--- config.mk ---
export PLATFORM = sky130hd
export DESIGN_NAME = output_page_selector
export DESIGN_NICKNAME = d
export VERILOG_FILES = /design/src/rtl/output_page_selector_pkg.sv /design/src/rtl/output_page_selector_page_sequencer.sv /design/src/rtl/output_page_selector.sv
export SDC_FILE = /design/constraint.sdc
export NUM_CORES = 1
export LEC_CHECK = 0
export BUFFER_PORTS_ARGS = -buffer_cell sky130_fd_sc_hd__clkbuf_2
export CAP_MARGIN = 40
export CELL_PAD_IN_SITES_DETAIL_PLACEMENT = 1
export CELL_PAD_IN_SITES_GLOBAL_PLACEMENT = 2
export CORE_ASPECT_RATIO = 1.5
export CORE_MARGIN = 5
export CORE_UTILIZATION = 34
export DETAILED_ROUTE_END_ITERATION = 12
export PLACE_DENSITY = 0.9
export SLEW_MARGIN = 5
export SYNTH_ARGS = -nofsm -noshare
export SYNTH_HDL_FRONTEND = slang
export SYNTH_SLANG_ARGS = --single-unit
--- constraint.sdc ---
create_clock -name CLK -period 6.15 [get_ports CLK]
set_clock_uncertainty 0.2 [all_clocks]
set_input_delay 0.9225 -clock CLK [delete_from_list [all_inputs] [get_ports CLK]]
set_output_delay 0.9225 -clock CLK [all_outputs]
set_load 0.02 [all_outputs]
--- src/rtl/output_page_selector_pkg.sv ---
// Shared display-selector definitions: mode encodings and a
// constant-safe ceil(log2) helper.
package output_page_selector_pkg;

  typedef enum logic [1:0] {
    MODE_MANUAL = 2'b00,
    MODE_AUTO   = 2'b01,
    MODE_FREEZE = 2'b10,
    MODE_DIRECT = 2'b11
  } mode_e;

  function automatic int clog2(input int n);
    int r;
    longint v;
    r = 0;
    v = 1;
    while (v < longint'(n)) begin
      v = v * 2;
      r++;
    end
    return r;
  endfunction

endpackage

--- src/rtl/output_page_selector_page_sequencer.sv ---
// Page sequencer: step edge detect, dwell timer, page register
// and page-change pulse.
module page_sequencer
  import output_page_selector_pkg::*;
#(
  parameter int DWELL     = 4,
  parameter int NUM_PAGES = 4,
  parameter int PW        = 2
) (
  input  logic          clk,
  input  logic          reset,
  input  logic [1:0]    mode,
  input  logic          step,
  input  logic [PW-1:0] page_sel,
  output logic [PW-1:0] page,
  output logic          page_chg
);

  localparam int CW =
    (clog2(DWELL) < 1) ? 1 : clog2(DWELL);

  mode_e         mode_cur;
  mode_e         mode_q;
  logic          step_q;
  logic [CW-1:0] cnt;
  logic [CW-1:0] cnt_nxt;
  logic [PW-1:0] page_nxt;
  logic [PW-1:0] page_inc;

  assign mode_cur = mode_e'(mode);
  assign page_inc =
    (page == PW'(NUM_PAGES - 1)) ? '0 : page + 1'b1;

  // A mode change only restarts the dwell; the page holds that cycle.
  always_comb begin
    cnt_nxt  = cnt;
    page_nxt = page;
    if (mode_cur != mode_q) begin
      cnt_nxt = '0;
    end else begin
      unique case (1'b1)
        (mode_cur == MODE_MANUAL): begin
          if (step && !step_q) page_nxt = page_inc;
        end
        (mode_cur == MODE_AUTO): begin
          if (cnt == CW'(DWELL - 1)) begin
            cnt_nxt  = '0;
            page_nxt = page_inc;
          end else begin
            cnt_nxt = cnt + 1'b1;
          end
        end
        (mode_cur == MODE_DIRECT): begin
          if (int'(page_sel) < NUM_PAGES) page_nxt = page_sel;
        end
        default: ;
      endcase
    end
  end

  always_ff @(posedge clk) begin
    if (reset) begin
      page     <= '0;
      cnt      <= '0;
      step_q   <= 1'b0;
      mode_q   <= mode_cur;
      page_chg <= 1'b0;
    end else begin
      page     <= page_nxt;
      cnt      <= cnt_nxt;
      step_q   <= step;
      mode_q   <= mode_cur;
      page_chg <= (page_nxt != page);
    end
  end

endmodule

--- src/rtl/output_page_selector.sv ---
// Paged source-nibble selector driving registered display lanes.
// Short last pages are zero-filled.
module output_page_selector
  import output_page_selector_pkg::*;
#(
  parameter  int WIDTH     = 4,
  parameter  int NUM_SRC   = 8,
  parameter  int NUM_OUT   = 2,
  parameter  int DWELL     = 50_000_000,
  localparam int NUM_PAGES = (NUM_SRC + NUM_OUT - 1) / NUM_OUT,
  localparam int PW        =
    (clog2(NUM_PAGES) < 1) ? 1 : clog2(NUM_PAGES)
) (
  input  logic                     CLK,
  input  logic                     RESET,
  input  logic [NUM_SRC*WIDTH-1:0] SRC,
  input  logic [1:0]               MODE,
  input  logic                     STEP,
  input  logic [PW-1:0]            PAGE_SEL,
  output logic [NUM_OUT*WIDTH-1:0] OUT,
  output logic [PW-1:0]            PAGE,
  output logic                     PAGE_CHG
);

  localparam int NP2 = 1 << PW;

  typedef logic [NUM_OUT-1:0][WIDTH-1:0] lanes_t;

  lanes_t pages [NP2];

  for (genvar p = 0; p < NP2; p++) begin : g_page
    for (genvar k = 0; k < NUM_OUT; k++) begin : g_lane
      if (p * NUM_OUT + k < NUM_SRC) begin : g_src
        assign pages[p][k] =
          SRC[(p*NUM_OUT+k)*WIDTH +: WIDTH];
      end else begin : g_pad
        assign pages[p][k] = '0;
      end
    end
  end

  page_sequencer #(
    .DWELL     (DWELL),
    .NUM_PAGES (NUM_PAGES),
    .PW        (PW)
  ) u_seq (
    .clk      (CLK),
    .reset    (RESET),
    .mode     (MODE),
    .step     (STEP),
    .page_sel (PAGE_SEL),
    .page     (PAGE),
    .page_chg (PAGE_CHG)
  );

  always_ff @(posedge CLK) begin
    if (RESET) begin
      OUT <= '0;
    end else if (mode_e'(MODE) != MODE_FREEZE) begin
      OUT <= pages[PAGE];
    end
  end

endmodule

==> impl_results.md, run 1 <==
* Run status: finished, final reports clean
* Number of buffer and inverter stages on the critical path at 1
* Post-synthesis async set-or-reset flop share at 0%
* Achievable frequency at 389 MHz
* Cell-internal power at 0.392 mW
* Critical path launch point type: flip-flop
* Area of the core region at 6220 um^2
* Average footprint of a synthesized cell at 9.05 um^2
* Unique masters post-synth at 46
* Count of antenna diodes in the layout at 0
* CTS Buf Count at 5
* Avg WL per Cell at 15.4 um
* First DRT Iteration DRCs at 59
* Number of antenna violations at the first check in global routing at 0
* Slowest stage cell, crit path: sky130_fd_sc_hd__dfxtp_1
* Post-cts repair resize count at 0
* DR vias/cell at 5.46
* Area growth, synth to finish at 16.9%
* Number of remaining DRC errors at 0
* IO Pins at 50
* Period utilization at 41.8%
* Proportion of power drawn by combinational gates at 13.2%
* Die Span Y at 108 um
* Layout cell share with drive strength beyond 1 at 26.2%
* Final-report hold violation count at 0
* Crit-path leading delay family: flip-flops
* Number of placement rows at 35
* EDFF count, synth at 0
* Clock transition at the registers of the reported paths at 0.09 ns
* Gpl congestion at 0.746
* CP Class: flip-flop to output pin
* Clock root buffer master: sky130_fd_sc_hd__clkbuf_8
* Detail Route met3 WL at 467 um
* Power share of the sequential group at 51.5%
* Starting utilization of the core area at 35.1%
* Total number of H-tree levels at 2
* Data arrival time at the worst-slack endpoint at 1.45 ns
* Via count of the routed design at 1965
* Count of pins over their slew limit at 0
* Final core area utilization at 41.0%
* Switching component of the power at 0.143 mW
* Met2 routed wirelength at 2960 um
* RSZ-0062 raised after global routing: false
* Maximum number of pins on one net before global-route repair at 27
* Chain of cells forming the critical path: clkbuf_2
* Largest vdd supply drop at 0.000109 V
* Number of buffers added for setup after CTS at 0
* PortBufs at 49
* Total placed cells including tap cells at 352
* Leakage at 0.910 nW
* Detailed Place HPWL at 4300 um
* Maximum capacitance violations at 0
* Ys Warns at 0
* First-pass DRT Iterations at 4
* Clock latency reported for the late side of the worst-skew pair at 0.30 ns
* Slew headroom at 46.7%
* Clk sink count at 40
* Crit end category: output pin
* Vias in the first global route at 2003
* Switching part of the total at 26.7%
* Post-detailed-route count of antenna-violating nets at 0
* Power per cell area at 210 nW/um^2
* Clock group share of total power at 35.2%
* Die boundary width at 75.4 um
* Clock period minus final worst setup slack at 2.57 ns
* Netlist area before placement at 2180 um^2
* Nets@finish at 326
* Die area at 8150 um^2
* Accumulated negative setup slack at 0 ns
* Highest signal layer in the routed design: met4
* Wire length of the first global-routing pass at 9200 um
* Worst-Margin Slew at 0.798 ns
* Register bit count reported by yosys at 40
* Total Routed Length at 5560 um
* Total of hold buffers inserted after clock tree synthesis at 0
* Count of mapped cells out of synthesis at 241
* Clk buf depth at 2
* Total track usage at 14.4%
* Congestion Overflow GR at 0
* TritonCTS clock tree: done
* Path class of the lowest-slack min-delay path: flip-flop to flip-flop
* Required time worst endpoint at 5.03 ns
* Share of the yosys chip area belonging to registers at 36.7%
* Finished Layout Cells at 360
* Post-Route M1 WL at 2030 um
* Maximum fanout count along the critical path at 16
* Final setup violating endpoints at 0
* Max stage delay on crit path at 0.85 ns
* Synth Net Count at 282
* Main synth FF type: sky130_fd_sc_hd__dfxtp_1
[power by group through the flow]
stage                     Sequential [mW]  Clock, mW  Combinational (mW)
after floorplan                     0.285          0              0.0442
after global placement              0.282          0              0.0705
after detailed placement            0.282          0              0.0717
after CTS                           0.276      0.194              0.0721
after global routing                0.277      0.204              0.0785
final                               0.276      0.189              0.0707
[cell type report]
class	instances	area, um^2
inverter	4	15.0
fill	773	3670
sequential	40	801
tap	74	92.6
clock inverter	1	7.51
clock buffer	7	86.3
multi-input combinational	184	1300
timing repair buffer	50	253
[registers in the layout, summed over array words and instances, names as in the netlist]
signal / cells
u_seq.step_q: 1
u_seq.page_chg: 1
OUT: 8
u_seq.cnt: 26
u_seq.mode_q: 2
u_seq.page: 2
[cells in the final DEF (no fill, tap or decap), types with 2 or more instances in the layout]
master                     instances
sky130_fd_sc_hd__o31ai_1           2
sky130_fd_sc_hd__ha_1              2
sky130_fd_sc_hd__xnor2_1          17
sky130_fd_sc_hd__and3_1            5
sky130_fd_sc_hd__inv_1             4
sky130_fd_sc_hd__nand2_1          31
sky130_fd_sc_hd__xor2_1            9
sky130_fd_sc_hd__nand2b_1          3
sky130_fd_sc_hd__nor4_1           11
sky130_fd_sc_hd__a21oi_1           9
sky130_fd_sc_hd__nor2_1           31
sky130_fd_sc_hd__dfxtp_1          40
sky130_fd_sc_hd__clkbuf_2         49
sky130_fd_sc_hd__nor2b_1           5
sky130_fd_sc_hd__nand4_1          11
sky130_fd_sc_hd__mux2i_1           4
sky130_fd_sc_hd__mux4_2            8
sky130_fd_sc_hd__clkbuf_8          6
sky130_fd_sc_hd__nand3_1           6
sky130_fd_sc_hd__o21ai_0           2
sky130_fd_sc_hd__nor3_1            6
[metrics by stage]
stage	total power, mW	hold slack [ns]	worst slack (ns)	cell area, um^2
4_1_cts	0.542	0.256	3.55	2550
3_3_place_gp	0.352	0.238	3.41	2460
2_1_floorplan	0.329	0.279	3.66	2180
5_1_grt	0.560	0.273	3.40	2550
6_report	0.535	0.255	3.58	2550
3_5_place_dp	0.354	0.244	3.35	2460
[logic make-up (layout without fill, tap and decap cells)]
kind of cell / Yosys count / count (layout) / synth area share (%)
muxes: 13 / 13 / 10.8
buffers and inverters: 17 / 62 / 3.90
xor gates and xnor gates: 26 / 26 / 10.4
and+or+nand+nor: 119 / 119 / 28.6
DFF: 40 / 40 / 36.7
adders and majority gates: 2 / 2 / 1.15
AOI/OAI and AO/OA: 24 / 24 / 8.49
[synth_stat cells (2+ instances only)]
master / instances / area [um^2]
sky130_fd_sc_hd__ha_1: 2 / 25.0
sky130_fd_sc_hd__nor4_1: 11 / 68.8
sky130_fd_sc_hd__o21ai_0: 2 / 10.0
sky130_fd_sc_hd__mux4_2: 8 / 180
sky130_fd_sc_hd__nand2b_1: 3 / 18.8
sky130_fd_sc_hd__buf_6: 2 / 22.5
sky130_fd_sc_hd__nand3_1: 6 / 30.0
sky130_fd_sc_hd__nand4_1: 11 / 68.8
sky130_fd_sc_hd__nor2b_1: 5 / 31.3
sky130_fd_sc_hd__nor2_1: 31 / 116
sky130_fd_sc_hd__mux2i_1: 4 / 40.0
sky130_fd_sc_hd__buf_2: 2 / 10.0
sky130_fd_sc_hd__o31ai_1: 2 / 15.0
sky130_fd_sc_hd__xor2_1: 9 / 78.8
sky130_fd_sc_hd__nor3_1: 6 / 30.0
sky130_fd_sc_hd__a21oi_1: 9 / 45.0
sky130_fd_sc_hd__nand2_1: 31 / 116
sky130_fd_sc_hd__dfxtp_1: 40 / 801
sky130_fd_sc_hd__clkbuf_1: 7 / 26.3
sky130_fd_sc_hd__xnor2_1: 17 / 149
sky130_fd_sc_hd__inv_1: 4 / 15.0
sky130_fd_sc_hd__and3_1: 5 / 31.3
[routing by layer]
metal,vias to the layer above,GRT usage (%)
li1,951,-
met4,0,5.13
met1,939,14.1
met2,63,27.9
met5,-,0
met3,12,3.35
[path summary, 6_finish.rpt]
check | depth (start not counted) | end | slack (ns) | startpoint
min reg2reg | 2 | OUT[0]$_SDFFE_PP0P_ | 0.26 | OUT[0]$_SDFFE_PP0P_
max | 1 | PAGE[0] | 3.58 | u_seq.page[0]$_SDFF_PP0_
min | 2 | OUT[0]$_SDFFE_PP0P_ | 0.26 | OUT[0]$_SDFFE_PP0P_
max reg2reg | 5 | u_seq.cnt[14]$_SDFFE_PP0P_ | 3.64 | u_seq.cnt[8]$_SDFFE_PP0P_
[worst reg2reg max path, cell delays in order (launching register included)]
cell and delay, ns:
sky130_fd_sc_hd__dfxtp_1 0.37, sky130_fd_sc_hd__or4_4 0.56, sky130_fd_sc_hd__nor4_4 0.28, sky130_fd_sc_hd__nand3_4 0.19, sky130_fd_sc_hd__a31oi_4 0.64, sky130_fd_sc_hd__nor2_1 0.13
(Power assumes the default switching activity.)
==> inputs of run 2 (changes only) <==
Settings changed: ABC_AREA set to 1, CORE_UTILIZATION 34 to 26, PLACE_DENSITY 0.9 to 0.81.
Clock period 6.15 ns to 2.2 ns, I/O delays scaled along.
==> run 2 against run 1 <==
Setup slack lost 3.4 ns. Core utilization shrank 8.4 points. Area after synthesis grew 4.8%. Sequential share of layout area shrank 3.3 points. Clock power grew to 3.9 times the previous value. Design area grew 12%. Non-clock buffer count grew 6. Sequential power grew to 2.8 times the previous value. Power grew to 3.3 times the previous value. Global-route usage shrank 0.93 points. Cell count grew 39%. Hold slack lost 0.20 ns. Critical endpoint is now u_seq.cnt[9]$_SDFFE_PP0P_.
==> impl_results.md, run 2 <==
* Post-cts repair resize count at 0 (unchanged)
* Count of antenna diodes in the layout at 0 (unchanged)
* Layout cell share with drive strength beyond 1 at 22.3% (-4.0 points)
* Register bit count reported by yosys at 40 (unchanged)
* IO Pins at 50 (unchanged)
* Number of remaining DRC errors at 0 (unchanged)
* EDFF count, synth at 0 (unchanged)
* Synth area leaders: sky130_fd_sc_hd__dfxtp_1 35%, sky130_fd_sc_hd__nor2_1 11%, sky130_fd_sc_hd__nand2_1 8.2%
* Nets@finish at 431 (+32%)
* Cell taking the most area after synthesis: sky130_fd_sc_hd__dfxtp_1
* Number of buffers added for setup after CTS at 0 (unchanged)
* Post-detailed-route count of antenna-violating nets at 0 (unchanged)
* Accumulated negative setup slack at 0 ns (unchanged)
* Vias in the first global route at 2589 (+29%)
* Critical path launch point type: flip-flop
* Proportion of netlist area held by the largest area contributor at 35.0% (-1.7 points)
* Number of inserted filler cells in the final layout at 1174 (+52%)
* Crit end category: flip-flop
* Largest Register: u_seq.cnt
* Clock transition at the registers of the reported paths at 0.06 ns (-0.03 ns)
* Achievable frequency at 503 MHz
* Worst hold slack across all endpoints at 0.0550 ns (-0.200 ns)
* Average footprint of a synthesized cell at 6.87 um^2 (-24%)
* Share of the yosys chip area belonging to registers at 35.0% (-1.7 points)
* Worst-Margin Slew at 0.496 ns (-0.302 ns)
* Data arrival time at the worst-slack endpoint at 1.96 ns (+0.51 ns)
* Period utilization at 90.4%
* Total of hold buffers inserted after clock tree synthesis at 0 (unchanged)
* Flip-flop count of the largest register, all copies and words added at 26 (unchanged)
* Die area at 10800 um^2 (+33%)
* Count of pins over their slew limit at 0 (unchanged)
* Post-synthesis async set-or-reset flop share at 0% (unchanged)
* First DRT Iteration DRCs at 59 (unchanged)
* Number of antenna violations at the first check in global routing at 0 (unchanged)
* TritonCTS clock tree: done
* Clock period minus final worst setup slack at 1.99 ns
* Final-report hold violation count at 0 (unchanged)
* Number of placement rows at 42 (+20%)
* Maximum fanout count along the critical path at 10 (-6)
* Ys Warns at 0 (unchanged)
* Leakage at 1.21 nW (+33%)
* Worst-case setup slack after placement at 0.121 ns (-3.23 ns)
* Netlist area before placement at 2290 um^2 (+4.8%)
* CP Class: flip-flop to flip-flop
* Registers with the most flip-flops: u_seq.cnt: 26 flops, OUT: 8 flops
* PortBufs at 49 (unchanged)
* Synth Net Count at 374 (+33%)
* Slew headroom at 66.7% (+20 points)
* Leading cell type in the layout, fill and taps excluded: sky130_fd_sc_hd__nor2_1
* Unique masters post-synth at 31 (-33%)
* Area of the core region at 8720 um^2 (+40%)
* Run status: finished, final reports clean
* RSZ-0062 raised after global routing: false
* Most repeated cell in the gate-level netlist after synthesis: sky130_fd_sc_hd__nor2_1
* Wire length of the first global-routing pass at 11700 um (+27%)
* Starting utilization of the core area at 26.2% (-8.9 points)
* Total number of H-tree levels at 2 (unchanged)
* Area growth, synth to finish at 24.6%
* Avg WL per Cell at 13.5 um (-13%)
* CTS Buf Count at 5 (unchanged)
* Final core area utilization at 32.7% (-8.4 points)
* Path class of the lowest-slack min-delay path: primary input to flip-flop
* Total Routed Length at 6760 um (+22%)
* Gpl congestion at 0.801 (+7.4%)
* Ranking of synthesized cells by instance count: 67 x sky130_fd_sc_hd__nor2_1, 50 x sky130_fd_sc_hd__nand2_1, 40 x sky130_fd_sc_hd__dfxtp_1
* Total track usage at 13.4% (-0.93 points)
* First-pass DRT Iterations at 4 (unchanged)
* Maximum number of pins on one net before global-route repair at 20 (-26%)
* Detailed Place HPWL at 5730 um (+33%)
* Clock root buffer master: sky130_fd_sc_hd__clkbuf_16
* Clk sink count at 40 (unchanged)
* Final critical-path setup slack at 0.212 ns (-3.37 ns)
* Maximum capacitance violations at 0 (unchanged)
* Final setup violating endpoints at 0 (unchanged)
* Required time worst endpoint at 2.17 ns (-2.86 ns)
* DR vias/cell at 4.69 (-14%)
* Via count of the routed design at 2348 (+19%)
* Die Span Y at 125 um (+15%)
* Power per cell area at 626 nW/um^2 (+200%)
* Clk buf depth at 2 (unchanged)
* Total Power Consumption at 1.78 mW (+230%)
* Commonest cells after routing, fill and taps aside: 66 x sky130_fd_sc_hd__nor2_1, 50 x sky130_fd_sc_hd__nand2_1, 49 x sky130_fd_sc_hd__clkbuf_2
* Congestion Overflow GR at 0 (unchanged)
* Largest vdd supply drop at 0.000339 V (+210%)
* Clock latency reported for the late side of the worst-skew pair at 0.29 ns (about the same)
* Die boundary width at 86.6 um (+15%)
* Main synth FF type: sky130_fd_sc_hd__dfxtp_1
* Count of mapped cells out of synthesis at 333 (+38%)
[run 2: cell types whose count changed after synthesis, sizes merged, moves of 8 or more]
cell | previous run | this run
xnor2 | 17 | 5
o21bai | 0 | 8
nand3 | 7 | 27
nor4 | 12 | 0
o21ai | 2 | 33
nor2 | 31 | 73
nand2 | 31 | 50
mux4 | 8 | 0
inv | 4 | 42
[run 2: worst paths after layout]
path                                    from                          to  cells past startpoint  slack, ns
hold reg to reg   u_seq.cnt[22]$_SDFFE_PP0P_  u_seq.cnt[22]$_SDFFE_PP0P_                      1       0.29
hold / removal                       MODE[0]     u_seq.mode_q[0]$_DFF_P_                      1       0.06
setup / recovery   u_seq.cnt[0]$_SDFFE_PP0P_   u_seq.cnt[9]$_SDFFE_PP0P_                     10       0.21
setup reg to reg   u_seq.cnt[0]$_SDFFE_PP0P_   u_seq.cnt[9]$_SDFFE_PP0P_                     10       0.21
[run 2: kinds of logic (layout without fill, tap and decap cells)]
logic type      after synthesis  count (layout)  synth area share [%]
fa+ha+maj                     2               2                  1.09
simple gates                167             167                  35.7
xor+xnor                     11              11                  4.21
flops                        40              40                  35.0
compound gates               64              64                  15.9
buf+inv                      49             107                  8.15
[run 2: worst max-delay path, stage by stage (launching register included)]
cell and delay (ns):
sky130_fd_sc_hd__dfxtp_1 0.37, sky130_fd_sc_hd__ha_1 0.26, sky130_fd_sc_hd__nand2_1 0.08, sky130_fd_sc_hd__nor2_1 0.14
sky130_fd_sc_hd__nand2_1 0.08, sky130_fd_sc_hd__nor2_2 0.16, sky130_fd_sc_hd__nand3_1 0.09, sky130_fd_sc_hd__nand2_1 0.19
sky130_fd_sc_hd__inv_2 0.15, sky130_fd_sc_hd__o21ai_0 0.10, sky130_fd_sc_hd__a21oi_1 0.06
[run 2: routing by layer]
layer / track usage, % / share of wire (%) / wire [um] / vias to the layer above
li1: - / - / - / 1194
met1: 12.7 / 36 / 2460 / 1095
met2: 26.4 / 56 / 3820 / 50
met3: 4.17 / 4.9 / 333 / 9
met4: 3.94 / 2.2 / 146 / 0
met5: 0 / 0 / 0 / -
[run 2: cell type report]
type / count / area, um^2 / area share, %
sequential: 40 / 801 / 28.1
inverter: 43 / 161 / 5.67
clock inverter: 2 / 10.0 / 0.351
multi-input combinational: 244 / 1300 / 45.7
timing repair buffer: 56 / 298 / 10.5
tap: 110 / 138 / 4.83
clock buffer: 6 / 139 / 4.87
[run 2: metrics by stage]
stage               instances  instance area, um^2
floorplan                 333                 2290
global placement          493                 2700
detailed placement        493                 2700
CTS                       501                 2850
global route              501                 2850
finish                    501                 2850
[run 2: power breakdown]
group / total, mW / switching [mW] / leakage (nW) / internal [mW]
Sequential: 0.770 / 0.0181 / 0.326 / 0.752
Clock: 0.742 / 0.295 / 0.0766 / 0.447
Combinational: 0.270 / 0.167 / 0.811 / 0.104
